### config.mk
export PLATFORM = sky130hd
export DESIGN_NAME = ex_mem_wb_pipe_flat
export DESIGN_NICKNAME = d
export VERILOG_FILES = /design/src/rtl/ex_mem_wb_pipe_pkg.sv /design/src/rtl/ex_mem_wb_pipe_if.sv /design/src/rtl/ex_mem_wb_pipe_stage_reg.sv /design/src/rtl/ex_mem_wb_pipe.sv /design/src/flat_wrapper.sv
export SDC_FILE = /design/constraint.sdc
export NUM_CORES = 1
export LEC_CHECK = 0
export BUFFER_PORTS_ARGS = -buffer_cell sky130_fd_sc_hd__clkbuf_2
export CORE_ASPECT_RATIO = 0.8
export CORE_MARGIN = 1.5
export CORE_UTILIZATION = 40
export CTS_CLUSTER_DIAMETER = 200
export DETAILED_ROUTE_END_ITERATION = 10
export HOLD_SLACK_MARGIN = 0.08
export MAX_ROUTING_LAYER = met4
export PLACE_DENSITY = 0.76
export SYNTH_ARGS = -nofsm -noshare
export SYNTH_HDL_FRONTEND = slang
export SYNTH_HIERARCHICAL = 1
export SYNTH_SLANG_ARGS = --single-unit
### constraint.sdc
create_clock -name clk -period 2.1 [get_ports clk]
set_clock_uncertainty 0.15 [all_clocks]
set_input_delay 0.42 -clock clk [delete_from_list [all_inputs] [get_ports clk]]
set_output_delay 0.42 -clock clk [all_outputs]
set_load 0.02 [all_outputs]
### src/rtl/ex_mem_wb_pipe_pkg.sv
// Shared definitions for the EX/MEM and MEM/WB pipeline register bank:
// default datapath widths and the packed control word carried down the pipe.
package ex_mem_wb_pipe_pkg;

   localparam int DEF_DATA_W = 32;
   localparam int DEF_REG_AW = 5;
   localparam int DEF_CNT_W  = 32;

   // Control bits that travel with an instruction from EX into MEM
   typedef struct packed {
      logic regWrite;
      logic memToReg;
      logic memRead;
      logic memWrite;
   } ctrl_t;

   localparam int CTRL_W = $bits(ctrl_t);

   // Bubble encoding: no register write, no memory access
   localparam ctrl_t CTRL_NOP = '0;

endpackage

### src/rtl/ex_mem_wb_pipe_if.sv
// Signal bundle between the EX stage / data memory / forwarding logic and the
// EX/MEM-MEM/WB register bank. The register bank uses the slave view; whoever
// drives EX results and memory read data uses the master view.
interface ex_mem_wb_pipe_if
   import ex_mem_wb_pipe_pkg::*;
#(
   parameter int DATA_W = DEF_DATA_W,
   parameter int REG_AW = DEF_REG_AW,
   parameter int CNT_W  = DEF_CNT_W
);

   logic              ex_valid;
   logic              ex_reg_write;
   logic              ex_mem_to_reg;
   logic              ex_mem_read;
   logic              ex_mem_write;
   logic [REG_AW-1:0] ex_write_register;
   logic [DATA_W-1:0] ex_alu_result;
   logic [DATA_W-1:0] ex_store_data;
   logic              flush_ex;
   logic              mem_stall;
   logic [DATA_W-1:0] mem_read_data;

   logic              MEM_RegWrite;
   logic [REG_AW-1:0] MEM_WriteRegister;
   logic              MEM_MemRead;
   logic              MEM_MemWrite;
   logic [DATA_W-1:0] MEM_ALUResult;
   logic [DATA_W-1:0] MEM_StoreData;
   logic              WB_RegWrite;
   logic [REG_AW-1:0] WB_WriteRegister;
   logic [DATA_W-1:0] WB_WriteData;
   logic              pipe_hold;
   logic [CNT_W-1:0]  retired_count;

   modport master (
      output ex_valid, ex_reg_write, ex_mem_to_reg, ex_mem_read, ex_mem_write,
      output ex_write_register, ex_alu_result, ex_store_data,
      output flush_ex, mem_stall, mem_read_data,
      input  MEM_RegWrite, MEM_WriteRegister, MEM_MemRead, MEM_MemWrite,
      input  MEM_ALUResult, MEM_StoreData,
      input  WB_RegWrite, WB_WriteRegister, WB_WriteData,
      input  pipe_hold, retired_count
   );

   modport slave (
      input  ex_valid, ex_reg_write, ex_mem_to_reg, ex_mem_read, ex_mem_write,
      input  ex_write_register, ex_alu_result, ex_store_data,
      input  flush_ex, mem_stall, mem_read_data,
      output MEM_RegWrite, MEM_WriteRegister, MEM_MemRead, MEM_MemWrite,
      output MEM_ALUResult, MEM_StoreData,
      output WB_RegWrite, WB_WriteRegister, WB_WriteData,
      output pipe_hold, retired_count
   );

endinterface

### src/rtl/ex_mem_wb_pipe_stage_reg.sv
// Generic pipeline stage register: a valid bit plus a flat payload, with a
// hold input that freezes everything and a bubble input that clears only the
// valid bit. Payload still loads on a bubble; consumers qualify it by valid.
module pipe_stage_reg #(
   parameter int W = 8
) (
   input  logic         clk,
   input  logic         reset_n,
   input  logic         i_hold,
   input  logic         i_bubble,
   input  logic         i_valid,
   input  logic [W-1:0] i_data,
   output logic         o_valid,
   output logic [W-1:0] o_data
);

   logic         r_valid;
   logic [W-1:0] r_data;

   // Capture the upstream instruction unless held; a bubble keeps the data
   // but marks the slot empty. Reset empties the slot and zeroes the payload.
   always_ff @(posedge clk or negedge reset_n) begin
      if (!reset_n) begin
         r_valid <= 1'b0;
         r_data  <= '0;
      end else if (!i_hold) begin
         r_valid <= i_valid & ~i_bubble;
         r_data  <= i_data;
      end
   end

   assign o_valid = r_valid;
   assign o_data  = r_data;

endmodule

### src/rtl/ex_mem_wb_pipe.sv
// EX/MEM and MEM/WB pipeline register bank of the 5-stage MIPS core.
// Carries EX results through MEM into WB, picks the write-back value, exposes
// the MEM/WB destination info used by forwarding, freezes on a data-memory
// stall, squashes flushed EX instructions and counts retired instructions.
module ex_mem_wb_pipe
   import ex_mem_wb_pipe_pkg::*;
#(
   parameter int DATA_W = DEF_DATA_W,
   parameter int REG_AW = DEF_REG_AW,
   parameter int CNT_W  = DEF_CNT_W
) (
   input logic          clk,
   input logic          reset_n,
   ex_mem_wb_pipe_if.slave bus
);

   localparam int EXMEM_W = CTRL_W + REG_AW + 2 * DATA_W;
   localparam int MEMWB_W = 1 + REG_AW + DATA_W;

   ctrl_t               w_exCtrl;
   ctrl_t               w_exCtrlSel;
   logic [EXMEM_W-1:0]  w_exMemD;
   logic [EXMEM_W-1:0]  w_exMemQ;
   logic                w_memValid;
   ctrl_t               w_memCtrl;
   logic [REG_AW-1:0]   w_memWr;
   logic [DATA_W-1:0]   w_memAlu;
   logic [DATA_W-1:0]   w_memStore;
   logic [DATA_W-1:0]   w_wbDataSel;
   logic [MEMWB_W-1:0]  w_memWbD;
   logic [MEMWB_W-1:0]  w_memWbQ;
   logic                w_wbValid;
   logic                w_wbRegWrite;
   logic [REG_AW-1:0]   w_wbWr;
   logic [DATA_W-1:0]   w_wbData;
   logic [CNT_W-1:0]    r_retiredCount;

   // A flushed instruction also carries the NOP control word so that nothing
   // downstream ever sees stale write enables, even before valid gating.
   assign w_exCtrl    = '{regWrite: bus.ex_reg_write, memToReg: bus.ex_mem_to_reg,
                          memRead:  bus.ex_mem_read,  memWrite: bus.ex_mem_write};
   assign w_exCtrlSel = bus.flush_ex ? CTRL_NOP : w_exCtrl;
   assign w_exMemD    = {w_exCtrlSel, bus.ex_write_register, bus.ex_alu_result, bus.ex_store_data};

   // EX/MEM: stall freezes it, and since hold wins inside the stage register
   // a flush arriving during a stall has no effect until the stall clears.
   pipe_stage_reg #(.W(EXMEM_W)) u_exMem (
      .clk      (clk),
      .reset_n  (reset_n),
      .i_hold   (bus.mem_stall),
      .i_bubble (bus.flush_ex),
      .i_valid  (bus.ex_valid),
      .i_data   (w_exMemD),
      .o_valid  (w_memValid),
      .o_data   (w_exMemQ)
   );

   assign {w_memCtrl, w_memWr, w_memAlu, w_memStore} = w_exMemQ;

   // Loads take data memory's read data, everything else the ALU result.
   assign w_wbDataSel = w_memCtrl.memToReg ? bus.mem_read_data : w_memAlu;
   assign w_memWbD    = {w_memCtrl.regWrite, w_memWr, w_wbDataSel};

   // MEM/WB: the instruction in MEM is never squashed, only held.
   pipe_stage_reg #(.W(MEMWB_W)) u_memWb (
      .clk      (clk),
      .reset_n  (reset_n),
      .i_hold   (bus.mem_stall),
      .i_bubble (1'b0),
      .i_valid  (w_memValid),
      .i_data   (w_memWbD),
      .o_valid  (w_wbValid),
      .o_data   (w_memWbQ)
   );

   assign {w_wbRegWrite, w_wbWr, w_wbData} = w_memWbQ;

   // An instruction retires when it leaves WB, which only happens on an
   // unstalled edge; the count wraps naturally at its width.
   always_ff @(posedge clk or negedge reset_n) begin
      if (!reset_n) begin
         r_retiredCount <= '0;
      end else if (!bus.mem_stall) begin
         r_retiredCount <= r_retiredCount + CNT_W'(w_wbValid);
      end
   end

   // The store enable stays up through a stall: memory accepts the write on
   // the edge where it stops stalling, so the request must persist until then.
   assign bus.MEM_RegWrite      = w_memValid & w_memCtrl.regWrite;
   assign bus.MEM_WriteRegister = w_memWr;
   assign bus.MEM_MemRead       = w_memValid & w_memCtrl.memRead;
   assign bus.MEM_MemWrite      = w_memValid & w_memCtrl.memWrite;
   assign bus.MEM_ALUResult     = w_memAlu;
   assign bus.MEM_StoreData     = w_memStore;
   assign bus.WB_RegWrite       = w_wbValid & w_wbRegWrite;
   assign bus.WB_WriteRegister  = w_wbWr;
   assign bus.WB_WriteData      = w_wbData;
   assign bus.pipe_hold         = bus.mem_stall;
   assign bus.retired_count     = r_retiredCount;

endmodule

### src/flat_wrapper.sv
// flat-port wrapper written by rule: the top's interface ports become plain ports
module ex_mem_wb_pipe_flat import ex_mem_wb_pipe_pkg::*;
#(
   parameter int DATA_W = DEF_DATA_W,
   parameter int REG_AW = DEF_REG_AW,
   parameter int CNT_W  = DEF_CNT_W
)
  (clk, reset_n, bus_ex_valid, bus_ex_reg_write, bus_ex_mem_to_reg, bus_ex_mem_read, bus_ex_mem_write, bus_ex_write_register, bus_ex_alu_result, bus_ex_store_data, bus_flush_ex, bus_mem_stall, bus_mem_read_data, bus_MEM_RegWrite, bus_MEM_WriteRegister, bus_MEM_MemRead, bus_MEM_MemWrite, bus_MEM_ALUResult, bus_MEM_StoreData, bus_WB_RegWrite, bus_WB_WriteRegister, bus_WB_WriteData, bus_pipe_hold, bus_retired_count);
  ex_mem_wb_pipe_if #(.DATA_W(DATA_W), .REG_AW(REG_AW), .CNT_W(CNT_W)) bus_i ();
  input logic clk;
  input logic reset_n;
  input wire logic [$bits(bus_i.ex_valid)-1:0] bus_ex_valid;
  input wire logic [$bits(bus_i.ex_reg_write)-1:0] bus_ex_reg_write;
  input wire logic [$bits(bus_i.ex_mem_to_reg)-1:0] bus_ex_mem_to_reg;
  input wire logic [$bits(bus_i.ex_mem_read)-1:0] bus_ex_mem_read;
  input wire logic [$bits(bus_i.ex_mem_write)-1:0] bus_ex_mem_write;
  input wire logic [$bits(bus_i.ex_write_register)-1:0] bus_ex_write_register;
  input wire logic [$bits(bus_i.ex_alu_result)-1:0] bus_ex_alu_result;
  input wire logic [$bits(bus_i.ex_store_data)-1:0] bus_ex_store_data;
  input wire logic [$bits(bus_i.flush_ex)-1:0] bus_flush_ex;
  input wire logic [$bits(bus_i.mem_stall)-1:0] bus_mem_stall;
  input wire logic [$bits(bus_i.mem_read_data)-1:0] bus_mem_read_data;
  output wire logic [$bits(bus_i.MEM_RegWrite)-1:0] bus_MEM_RegWrite;
  output wire logic [$bits(bus_i.MEM_WriteRegister)-1:0] bus_MEM_WriteRegister;
  output wire logic [$bits(bus_i.MEM_MemRead)-1:0] bus_MEM_MemRead;
  output wire logic [$bits(bus_i.MEM_MemWrite)-1:0] bus_MEM_MemWrite;
  output wire logic [$bits(bus_i.MEM_ALUResult)-1:0] bus_MEM_ALUResult;
  output wire logic [$bits(bus_i.MEM_StoreData)-1:0] bus_MEM_StoreData;
  output wire logic [$bits(bus_i.WB_RegWrite)-1:0] bus_WB_RegWrite;
  output wire logic [$bits(bus_i.WB_WriteRegister)-1:0] bus_WB_WriteRegister;
  output wire logic [$bits(bus_i.WB_WriteData)-1:0] bus_WB_WriteData;
  output wire logic [$bits(bus_i.pipe_hold)-1:0] bus_pipe_hold;
  output wire logic [$bits(bus_i.retired_count)-1:0] bus_retired_count;
  assign bus_i.ex_valid = bus_ex_valid;
  assign bus_i.ex_reg_write = bus_ex_reg_write;
  assign bus_i.ex_mem_to_reg = bus_ex_mem_to_reg;
  assign bus_i.ex_mem_read = bus_ex_mem_read;
  assign bus_i.ex_mem_write = bus_ex_mem_write;
  assign bus_i.ex_write_register = bus_ex_write_register;
  assign bus_i.ex_alu_result = bus_ex_alu_result;
  assign bus_i.ex_store_data = bus_ex_store_data;
  assign bus_i.flush_ex = bus_flush_ex;
  assign bus_i.mem_stall = bus_mem_stall;
  assign bus_i.mem_read_data = bus_mem_read_data;
  assign bus_MEM_RegWrite = bus_i.MEM_RegWrite;
  assign bus_MEM_WriteRegister = bus_i.MEM_WriteRegister;
  assign bus_MEM_MemRead = bus_i.MEM_MemRead;
  assign bus_MEM_MemWrite = bus_i.MEM_MemWrite;
  assign bus_MEM_ALUResult = bus_i.MEM_ALUResult;
  assign bus_MEM_StoreData = bus_i.MEM_StoreData;
  assign bus_WB_RegWrite = bus_i.WB_RegWrite;
  assign bus_WB_WriteRegister = bus_i.WB_WriteRegister;
  assign bus_WB_WriteData = bus_i.WB_WriteData;
  assign bus_pipe_hold = bus_i.pipe_hold;
  assign bus_retired_count = bus_i.retired_count;
  ex_mem_wb_pipe #(.DATA_W(DATA_W), .REG_AW(REG_AW), .CNT_W(CNT_W)) u_core (.clk(clk), .reset_n(reset_n), .bus(bus_i));
endmodule
# Word level (Yosys, flattened, before mapping)

Index checks and enable logic that the tools add are counted.

Equal/unequal tests: 0
Order comparisons: 0
$add $sub $neg: 1
Reduce and logical (&&, ||, !) cells: 0
Bitwise gates (word level): 6
Mux-type cells: 2
Multipliers: 0
Shift operators: 0
Div/mod/pow operators: 0

Operators by type and width:

| operator               | number |
|---|---|
| adder 32 x 1 -> 32 bit | 1 |
| 2-to-1 mux 32 bit      | 1 |
| bitwise AND 1 bit      | 5 |
| 2-to-1 mux 4 bit       | 1 |
| inverter 1 bit         | 1 |

Bits in read-only memories: 0
Register bits: 145
Bits in writable memories: 0
Memories: 0
Logic and storage cells: 14
Input port bits: 110
Bits in latches: 0

# Logic depth before layout (Yosys ltp)

Word-level depth: 2
Gate-level depth with buffers: 6
Gate-level depth less buffers: 6

# By module

The synthesis kept the hierarchy.

Modules (own cells, without submodules):

| module                          | area an instance (µm²) | sequential area each (µm²) | cells an instance | times used |
|---|---|---|---|---|
| pipe_stage_reg (u_core.u_exMem) | 2946.6                 | 1851.8                     | 158               | 1 |
| ex_mem_wb_pipe                  | 2039.5                 | 800.8                      | 183               | 1 |
| pipe_stage_reg (u_core.u_memWb) | 1463.9                 | 975.9                      | 84                | 1 |

# Worst setup path before layout

No wires, ideal clock.

Path type: reg-to-reg
Start point: register u_core.r_retiredCount[0] (netlist: u_core/bus.retired_count[0])
End point: register u_core.r_retiredCount[10] (netlist: u_core/bus.retired_count[10])
Clock period less this slack: 1821 ps
Slack: 279 ps
Setup time: 129 ps
Required time: 1821 ps
Stages on the path, launching flop included: 7
Arrival: 1542 ps
Cells stage by stage: dfrtp_1 ha_1 ha_1 and4_1 buf_4 nand4_1 xnor2_1

Longest elaborated chain between the ends: 1

Ends and longest elaborated chain:

| element                | RTL line             | source |
|---|---|---|
| from (decl)            | ex_mem_wb_pipe.sv:36 | `logic [CNT_W-1:0] r_retiredCount;` |
| from (signal assigned) | ex_mem_wb_pipe.sv:84 | `r_retiredCount <= r_retiredCount + CNT_W'(w_wbValid);` |
| adder 32 x 1 -> 32 bit | ex_mem_wb_pipe.sv:84 |  |

Every way passes these cells.
A chain may end at the register's enable or synchronous reset.

# Worst setup path in the final report

Start point: register u_core.r_retiredCount[7] (netlist: u_core/bus.retired_count[7])
End point: register u_core.r_retiredCount[29] (netlist: u_core/bus.retired_count[29])

The elaborated chain is that of the path after synthesis.

==> results.sh <==
export IMPL_cts_sinks=145
export IMPL_min_period_over_period_pct=91.1
export IMPL_netlist_instances=425
export IMPL_rr_endpoint="u_core/bus.retired_count[29]"
export IMPL_htreeDepth=4
export IMPL_synth_area_leaders="dfrtp_1, mux2_2, mux2_4, xnor2_1, buf_6"
export IMPL_tightest_slew_ns=0.607
export IMPL_die_width_um=145
export IMPL_power_total_mw=7.78
export IMPL_clock_latency_ns=0.41
export IMPL_r2r_slack_ns=0.19
export IMPL_cts_tree="done"
export IMPL_finalCriticalPeriod_ns=1.91
export IMPL_rsz0062_at_grt="false"
export IMPL_setup_viol=0
export IMPL_rows=41
export IMPL_antenna_left=0
export IMPL_final_cell_area_mm2=0.00896
export IMPL_slowest_delay_ns=0.49
export IMPL_synthesis_nets=538
export IMPL_synthXorXnorAreaFrac_pct=4.07
export IMPL_yosys_area_top_type_share_pct=56.3
export IMPL_drt_total_wl_um=15800
export IMPL_yosysSeqAreaShare_pct=56.3
export IMPL_grt_use_total_pct=19.0
export IMPL_nFillCells=1240
export IMPL_viasPerCell=4.81
export IMPL_syn_to_final_growth_pct=38.9
export IMPL_clockBufferDepth=2
export IMPL_timing_slew_headroom_pct=59.5
export IMPL_yosysWarnings=6
export IMPL_max_freq_mhz=523
export IMPL_finalHoldViolCount=0
export IMPL_hp_class="input port to flip-flop"
export IMPL_drv_slew=0
export IMPL_antenna_found_initial=0
export IMPL_peakVddDrop_uv=508
export IMPL_drtIter0Drc=175
export IMPL_ioPinCount=253
export IMPL_drive_gt1_share_pct=59.6
export IMPL_cp_arrival_ns=2.05
export IMPL_cpMaxStageDelayCell="and2_1"
export IMPL_crit_required_ns=2.24
export IMPL_grt_start_max_net_pins=97
export IMPL_path_cells="and4_2 > and2_1 > nand4_1 > xnor2_1"
export IMPL_start_util_pct=41.0
export IMPL_synthSimpleGateAreaFrac_pct=7.88
export IMPL_grt_pass1_wl_um=24400
export IMPL_die_y_um=117
export IMPL_num_nets_final=843
export IMPL_synth_top_family_by_area="multiplexers"
export IMPL_maxCapViolCount=0
export IMPL_yosys_area_share_adder_pct=0.582
export IMPL_crit_start="u_core/bus.retired_count[7]"
export IMPL_die_area_mm2=0.0169
export IMPL_reg2reg_from="u_core/bus.retired_count[7]"
export IMPL_numPortBuffers=252
export IMPL_ys_ff_latch=145
export IMPL_p_leak_nw=4.44
export IMPL_wl_per_cell_um=16.5
export IMPL_core_area_mm2=0.0157
export IMPL_grt_overflow_total=0
export IMPL_hold_depth=2
export IMPL_crit_path_end="u_core/bus.retired_count[29]"
export IMPL_p_per_area_mw_per_mm2=868
export IMPL_synth_compound_area_share_pct=0.155
export IMPL_path_class="flip-flop to flip-flop"
export IMPL_drt_first_pass_iters=4
export IMPL_cp_start_kind="flip-flop"
export IMPL_grt_pass1_vias=4773
export IMPL_syn_area_mm2=0.00645
export IMPL_final_setup_tns_ns=0
export IMPL_crit_path_end_kind="flip-flop"
export IMPL_place_gp_congestion=0.850
export IMPL_reg2regPathDepth=4
export IMPL_avgSynthCellArea_um2=15.2
export IMPL_antennaDiodeCount=0
export IMPL_num_vias=4598
export IMPL_synth_mux_area_share_pct=28.1
export IMPL_ys_types=31
export IMPL_clockRootBuffer="clkbuf_16"
export IMPL_status="complete, no violations"
export IMPL_crit_fanout=15
export IMPL_path_clk_slew_ns=0.06
export IMPL_cts_buffers=17
export IMPL_synth_largest_area_cell="dfrtp_1"
export IMPL_placed_area_mm2=0.00793
export IMPL_dp_hpwl_um=10600
export IMPL_drc=0
[metal layers]
metal,track usage (%),wire length (um)
met1,22.7,6700
met4,7.35,286
met3,4.96,919
met2,31.2,7850
met5,-,0
[registers in the layout (all words and copies together), names as in the netlist]
register and count:
u_core/u_exMem/o_data 73, u_core/u_memWb/o_data 38, u_core/u_exMem/o_valid 1, u_core/bus.retired_count 32, u_core/u_memWb/o_valid 1
[how the worst min path moves through the flow]
stage / startpoint / slack, ns / to
floorplan: reset_n / -0.03 / u_core/bus.retired_count[0]
global placement: reset_n / 0.23 / u_core/u_exMem/o_data[35]
detailed placement: reset_n / 0.24 / u_core/u_exMem/o_data[35]
CTS: bus_ex_store_data[22] / 0.08 / u_core/u_exMem/o_data[22]
global route: bus_ex_store_data[29] / 0.08 / u_core/u_exMem/o_data[29]
finish: bus_ex_write_register[1] / 0.1 / u_core/u_exMem/o_data[65]
[synth_stat cells]
master / number
nor2b_1: 5
and3_1: 7
nand4_2: 1
and4_1: 5
nor2_1: 4
clkbuf_1: 1
mux2_4: 48
nand2_1: 10
nand3_1: 13
nor4_2: 2
buf_2: 5
xor2_1: 4
nand2b_1: 3
conb_1: 1
and2_1: 6
inv_1: 3
nand4_4: 1
buf_6: 11
mux2_2: 97
buf_4: 3
nand3b_1: 1
nand4_1: 12
nor4b_2: 1
xnor2_1: 26
and4_2: 1
nor3_1: 1
nor3_4: 2
o21ai_0: 2
and4b_2: 1
ha_1: 3
dfrtp_1: 145
[area by class of cell]
type | count | area, um2 | share of cell area [%]
Sequential cell | 145 | 3630 | 40.5
Multi-Input combinational cell | 257 | 2640 | 29.4
Timing Repair Buffer | 306 | 1840 | 20.6
Clock buffer | 21 | 460 | 5.14
Tap cell | 215 | 269 | 3.00
Clock inverter | 9 | 110 | 1.23
Inverter | 3 | 11.3 | 0.126
[cells in the final DEF (no fill, tap or decap), types with 4 or more instances in the layout]
master | synthesis | routed
buf_12 | 0 | 4
mux2_4 | 48 | 48
and2_1 | 6 | 6
mux2_2 | 97 | 97
buf_4 | 3 | 4
nand2_1 | 10 | 10
and4_1 | 5 | 5
nor2b_1 | 5 | 5
nand4_1 | 12 | 12
xor2_1 | 4 | 4
dfrtp_1 | 145 | 145
clkbuf_16 | 0 | 17
and3_1 | 7 | 7
clkbuf_2 | 0 | 250
dlygate4sd3_1 | 0 | 46
xnor2_1 | 26 | 26
nor2_1 | 4 | 4
nand3_1 | 13 | 13
[per-stage QoR]
| step | setup WS [ns] | hold WS, ns | cells | util (%) |
|---|---|---|---|---|
| 2_1_floorplan | 0.279 | -0.0256 | 425 | - |
| 3_3_place_gp | 0.231 | 0.233 | 880 | 50.3 |
| 3_5_place_dp | 0.185 | 0.242 | 880 | 50.3 |
| 4_1_cts | 0.204 | 0.0800 | 953 | 56.7 |
| 5_1_grt | 0.0980 | 0.0805 | 956 | 56.9 |
| 6_report | 0.187 | 0.0994 | 956 | 56.9 |
[report_power, final]
part	switching, mW	internal [mW]
combinational	0.806	0.736
clock	1.13	1.80
sequential	0.215	3.10
total	2.15	5.63
[worst max-delay path, delay by kind of cell, from the launching register on]
kind	cells	cell delay, ns
AND/OR/NAND/NOR	3	1.03
flip-flops	1	0.43
XOR/XNOR	1	0.18
[cells by family after synthesis]
logic type,Yosys count
AO/OA/AOI/OAI,2
XOR/XNOR,30
adder cells (fa/ha/maj),3
buffers and inverters,23
flip-flops,145
multiplexers,145
other,1
AND/OR/NAND/NOR,76
[what timing repair did]
item	in CTS	in global routing
setup buffers	0	0
gates resized for setup	0	0
hold buffers	43	3
endpoints found under the hold margin	83	3
setup endpoints to repair	0	0
Power figures use the tool's default switching activity.
